===== config.mk =====
export PLATFORM = sky130hd
export DESIGN_NAME = fetch_stage_flat
export DESIGN_NICKNAME = d
export VERILOG_FILES = /design/src/rtl/fetch_stage_if.sv /design/src/rtl/fetch_stage.sv /design/src/flat_wrapper.sv
export SDC_FILE = /design/constraint.sdc
export NUM_CORES = 1
export LEC_CHECK = 0
export BUFFER_PORTS_ARGS = -buffer_cell sky130_fd_sc_hd__buf_2
export CORE_MARGIN = 2
export CORE_UTILIZATION = 57
export DETAILED_ROUTE_END_ITERATION = 10
export HOLD_SLACK_MARGIN = 0.12
export PLACE_DENSITY = 0.8
export SYNTH_ARGS = -nofsm -noshare
export SYNTH_HDL_FRONTEND = slang
export SYNTH_SLANG_ARGS = --single-unit

===== constraint.sdc =====
create_clock -name clk -period 3.7 [get_ports clk]
set_clock_uncertainty 0.2 [all_clocks]
set_input_delay 0.74 -clock clk [delete_from_list [all_inputs] [get_ports clk]]
set_output_delay 0.74 -clock clk [all_outputs]
set_load 0.005 [all_outputs]

===== src/rtl/fetch_stage_if.sv =====
// Instruction-memory request/response bus between the fetch stage and imem.
// A transfer happens in any cycle where imem_req and imem_ack are both high.
interface fetch_stage_if;
    logic        imem_req;
    logic [31:0] imem_addr;
    logic        imem_ack;
    logic [31:0] imem_rdata;

    modport master (output imem_req, output imem_addr, input imem_ack, input imem_rdata);
    modport slave  (input imem_req, input imem_addr, output imem_ack, output imem_rdata);
endinterface


===== src/rtl/fetch_stage.sv =====
// Instruction-fetch stage: PC, single outstanding imem request, one-entry skid
// and a registered output slot feeding the IF/ID register.
module fetch_stage #(
    parameter logic [31:0] RESET_PC = 32'h0000_0000
) (
    input  logic                 clk,
    input  logic                 reset,
    input  logic                 stall_in,
    input  logic                 redirect_in,
    input  logic [31:0]          redirect_pc_in,
    fetch_stage_if.master        imem,
    output logic [31:0]          instruction_out,
    output logic [31:0]          pc_plus4_out,
    output logic                 valid_out,
    output logic [1:0]           state_dbg
);
    // Handshake: imem_req stays high with imem_addr stable until a cycle with
    // imem_ack; that cycle is the transfer and imem_rdata is sampled then.
    typedef enum logic [1:0] {
        S_REQ  = 2'd0,
        S_DROP = 2'd1,
        S_SKID = 2'd2
    } state_t;

    state_t      state_q, state_d;
    logic [31:0] pc_q, pc_d;
    logic [31:0] addr_q, addr_d;
    logic [31:0] skid_instr_q, skid_instr_d;
    logic [31:0] skid_pc4_q, skid_pc4_d;
    logic [31:0] instr_q, instr_d;
    logic [31:0] pc4_q, pc4_d;
    logic        valid_q, valid_d;

    logic        transfer;
    logic        slot_free;
    logic [31:0] target;
    logic [31:0] addr_plus4;

    assign imem.imem_req  = ((state_q == S_REQ) || (state_q == S_DROP)) && reset;
    assign imem.imem_addr = addr_q;
    assign transfer       = imem.imem_req && imem.imem_ack;
    assign slot_free      = !valid_q || !stall_in;
    assign target         = redirect_pc_in & ~32'h3;
    assign addr_plus4     = addr_q + 32'd4;

    assign instruction_out = instr_q;
    assign pc_plus4_out    = pc4_q;
    assign valid_out       = valid_q;
    assign state_dbg       = state_q;

    always_comb begin
        state_d      = state_q;
        pc_d         = pc_q;
        addr_d       = addr_q;
        skid_instr_d = skid_instr_q;
        skid_pc4_d   = skid_pc4_q;
        instr_d      = instr_q;
        pc4_d        = pc4_q;
        valid_d      = valid_q;

        if (valid_q && !stall_in) begin
            valid_d = 1'b0;
            instr_d = 32'h0;
            pc4_d   = 32'h0;
        end

        case (state_q)
            S_REQ: begin
                if (redirect_in) begin
                    pc_d = target;
                    if (transfer) addr_d = target;
                    else          state_d = S_DROP;
                end else if (transfer) begin
                    pc_d = addr_plus4;
                    if (slot_free) begin
                        instr_d = imem.imem_rdata;
                        pc4_d   = addr_plus4;
                        valid_d = 1'b1;
                        addr_d  = addr_plus4;
                    end else begin
                        skid_instr_d = imem.imem_rdata;
                        skid_pc4_d   = addr_plus4;
                        state_d      = S_SKID;
                    end
                end
            end
            S_DROP: begin
                // The old request must complete before the new address is issued.
                if (redirect_in) pc_d = target;
                if (transfer) begin
                    addr_d  = redirect_in ? target : pc_q;
                    state_d = S_REQ;
                end
            end
            S_SKID: begin
                if (redirect_in) begin
                    pc_d         = target;
                    addr_d       = target;
                    skid_instr_d = 32'h0;
                    skid_pc4_d   = 32'h0;
                    state_d      = S_REQ;
                end else if (slot_free) begin
                    instr_d = skid_instr_q;
                    pc4_d   = skid_pc4_q;
                    valid_d = 1'b1;
                    addr_d  = pc_q;
                    state_d = S_REQ;
                end
            end
            default: state_d = S_REQ;
        endcase

        // A redirect flushes the wrong-path instruction regardless of stall or load.
        if (redirect_in) begin
            valid_d = 1'b0;
            instr_d = 32'h0;
            pc4_d   = 32'h0;
        end
    end

    always_ff @(posedge clk or negedge reset) begin
        if (!reset) begin
            state_q      <= S_REQ;
            pc_q         <= RESET_PC & ~32'h3;
            addr_q       <= RESET_PC & ~32'h3;
            skid_instr_q <= 32'h0;
            skid_pc4_q   <= 32'h0;
            instr_q      <= 32'h0;
            pc4_q        <= 32'h0;
            valid_q      <= 1'b0;
        end else begin
            state_q      <= state_d;
            pc_q         <= pc_d;
            addr_q       <= addr_d;
            skid_instr_q <= skid_instr_d;
            skid_pc4_q   <= skid_pc4_d;
            instr_q      <= instr_d;
            pc4_q        <= pc4_d;
            valid_q      <= valid_d;
        end
    end
endmodule


===== src/flat_wrapper.sv =====
// flat-port wrapper written by rule: the top's interface ports become plain ports
module fetch_stage_flat 
#(
    parameter logic [31:0] RESET_PC = 32'h0000_0000
)
  (clk, reset, stall_in, redirect_in, redirect_pc_in, instruction_out, pc_plus4_out, valid_out, state_dbg, imem_imem_req, imem_imem_addr, imem_imem_ack, imem_imem_rdata);
  fetch_stage_if imem_i ();
  input  logic clk;
  input  logic reset;
  input  logic stall_in;
  input  logic redirect_in;
  input  logic [31:0] redirect_pc_in;
  output logic [31:0] instruction_out;
  output logic [31:0] pc_plus4_out;
  output logic valid_out;
  output logic [1:0] state_dbg;
  output wire logic [$bits(imem_i.imem_req)-1:0] imem_imem_req;
  output wire logic [$bits(imem_i.imem_addr)-1:0] imem_imem_addr;
  input wire logic [$bits(imem_i.imem_ack)-1:0] imem_imem_ack;
  input wire logic [$bits(imem_i.imem_rdata)-1:0] imem_imem_rdata;
  assign imem_imem_req = imem_i.imem_req;
  assign imem_imem_addr = imem_i.imem_addr;
  assign imem_i.imem_ack = imem_imem_ack;
  assign imem_i.imem_rdata = imem_imem_rdata;
  fetch_stage #(.RESET_PC(RESET_PC)) u_core (.clk(clk), .reset(reset), .stall_in(stall_in), .redirect_in(redirect_in), .redirect_pc_in(redirect_pc_in), .imem(imem_i), .instruction_out(instruction_out), .pc_plus4_out(pc_plus4_out), .valid_out(valid_out), .state_dbg(state_dbg));
endmodule

==> metrics.md <==
| Metric | Value |
|---|---|
| Starting Density | `57.7%` |
| Met3 wire len | `3150 um` |
| Worst Tran Pin Value | `1.18 ns` |
| Slew Limit Headroom | `21.2%` |
| Maximum fanout along the worst path | `32` |
| CTS H-Tree Depth | `4` |
| Most common cell in the synthesized netlist | `nand2_1` |
| Main synth FF type | `dfrtp_1` |
| Area share of the leading cell type in the synthesized netlist | `45.7%` |
| Via/cell ratio | `6.64` |
| Critical Path AT | `3.39 ns` |
| Leak pwr | `5.74 nW` |
| Crit end category | `flip-flop` |
| Total nets after synthesis | `1267` |
| Largest delay share family, worst path | `simple AND/OR/NAND/NOR gates` |
| Chip height | `141 um` |
| Top routing layer in use | `met4` |
| DR vias | `10300` |
| Final HPWL DP | `20300 um` |
| CTS Buffer Depth | `2` |
| CTS buffer count | `17` |
| Input/output buffers | `166` |
| Total power | `8.56 mW` |
| Core Area | `18500 sq um` |
| Final WL | `31700 um` |
| Reg clk slew, reported paths | `0.07 ns` |
| Status | `complete, no violations` |
| Routed wl met2 | `15000 um` |
| Peak VDD IR | `0.456 mV` |
| Initial DRC Count | `1139` |
| Final ANT Viol Nets | `0` |
| Setup TNS Final | `0 ns` |
| Worst Path Class, Setup | `reg -> reg` |
| FF+latch count, synth | `195` |
| Vias in the first global route | `9705` |
| Die Footprint | `19900 sq um` |
| Post-synth EDFFs | `0` |
| Largest net degree at the start of global routing | `75` |
| CP Buf/Inv Count | `1` |
| Worst-Skew Late Latency | `0.44 ns` |
| Clk Tree Root Cell | `clkbuf_16` |
| Max Fclk | `306 MHz` |
| CTS tree | `built` |
| Post-route DRC | `0` |
| Post-cts hold buffer count | `0` |
| Horiz. Die Dim | `141 um` |
| RSZ-0062 raised after global routing | `no` |
| Worst-path cell chain | `inv_1 -> ha_2 -> o211ai_1 -> a22o_1 -> or3_1 -> nor2_1 -> a22o_1` |
| Commonest cells post-synth | `nand2_1, dfrtp_1, o21ai_0` |
| Initial antenna violation count | `0` |
| Cell mode on critical path | `a22o_1` |
| Worst min path class | `in -> async` |
| CP peak stage delay | `0.93 ns` |
| Ant. Diodes | `0` |
| Mapped cell area | `10700 sq um` |
| Register area share after synthesis | `45.7%` |
| DR pass1 iterations | `10` |
| Yosys cell types | `62` |
| Worst Setup SP | `u_core.state_dbg[0]` |
| Area contributors post-synth | `dfrtp_1, nand2_1, mux2_2, o21ai_0, nand3_1` |
| Pwr/cell area | `693 nW/um^2` |
| Post-synth ARST share | `100%` |
| Final Cycle Share | `88.2%` |
| WL/cell | `20.4 um` |
| Layout Area Growth over Synthesis | `15.5%` |
| Post-Syn Instances | `1192` |
| Worst r2r src | `u_core.state_dbg[0]` |
| GR Overflow Total | `0` |
| MaxCap Viol Count | `0` |
| First-pass GRT wire length | `50800 um` |
| Layout Nets | `1379` |
| Post-CTS Resized | `0` |
| Slew Viols, Final | `0` |
| Worst Setup Start Kind | `flip-flop` |
| Postcts setup bufs | `0` |
| Total Routing Usage GR | `32.0%` |
| CP max-delay cell | `or3_1` |
| CTS sink count | `195` |
| Share of cells above drive strength 1 | `23.8%` |
| Fin. Hold Viols | `0` |
| Final setup violation count | `0` |
| Fin crit period | `3.26 ns` |
| Crit path required time | `3.83 ns` |
| Ys Warns | `0` |
| FILL cells | `1544` |
| Row Count | `50` |
| Met1 wire length | `12800 um` |
| # IOs | `169` |
| Gp weighted congestion | `0.906` |
| Area leader, netlist | `dfrtp_1` |
| Mean Syn Cell Area | `8.96 sq um` |
## flip-flops by register name (all words and copies together) (netlist names)
name,flops
u_core.pc_q,32
u_core.skid_pc4_q,32
u_core.pc_plus4_out,32
u_core.valid_out,1
u_core.state_dbg,2
u_core.imem.imem_addr,32
u_core.skid_instr_q,32
u_core.instruction_out,32
## worst paths after layout
| check | endpoint | slack (ns) | depth (start not counted) |
|---|---|---|---|
| setup / recovery | u_core.imem.imem_addr[31] | 0.44 | 7 |
| hold / removal | u_core.skid_instr_q[18] | 0.22 | 2 |
| setup reg to reg | u_core.imem.imem_addr[31] | 0.44 | 7 |
| hold reg to reg | u_core.skid_instr_q[18] | 0.27 | 2 |
| max in group asynchronous | u_core.pc_q[22] | 1.74 | 3 |
| min in group clk | u_core.skid_instr_q[18] | 0.27 | 2 |
## through the flow
stage,util [%],instances,hold slack (ns),area (sq um),setup slack [ns]
floorplan,-,1192,0.233,10700,1.13
global placement,63.3,1519,0.245,11700,0.633
detailed placement,63.3,1519,0.253,11700,0.546
CTS,66.7,1551,0.228,12300,0.501
global route,66.7,1551,0.252,12300,0.294
finish,66.7,1551,0.217,12300,0.437
## cells by family (layout without fill, tap and decap cells)
family,count (synthesis),after routing,share of synthesized area [%]
AND/OR/NAND/NOR,462,462,19.5
XOR/XNOR,17,17,1.46
AO/OA/AOI/OAI,324,324,21.1
multiplexers,68,68,7.06
adder cells (fa/ha/maj),6,6,0.703
buffers and inverters,120,245,4.45
flip-flops,195,195,45.7
## power breakdown
part	internal, mW	switching [mW]
combinational	1.27	1.90
sequential	2.76	0.657
clock	1.13	0.846
total	5.16	3.40
## metal layers
layer / track usage, % / up-vias
li1: - / 4609
met1: 44.3 / 4990
met2: 51.2 / 620
met3: 5.74 / 81
met4: 11.2 / 0
met5: 0 / -
## cell usage in the layout (no fill, tap or decap), drive strengths merged, types with 11 or more instances in the layout
cell / instances
mux2: 59
a222oi: 41
nand3: 90
clkbuf: 20
a22o: 15
nor2: 90
o21ai: 96
a31oi: 27
dfrtp: 195
inv: 12
a221oi: 29
nor4: 12
xnor2: 12
nor3: 11
a21oi: 39
nand2: 216
buf: 200
## cell type report
class	instances	area (sq um)	share of cell area (%)
clock buffers	19	433	3.51
well taps	234	293	2.37
multi-input cells	877	5380	43.6
flip-flops and latches	195	4880	39.5
inverters	12	45.0	0.365
clock inverters	13	185	1.50
repair buffers	201	1130	9.15
No activity file was read; power rests on OpenSTA's default activity.
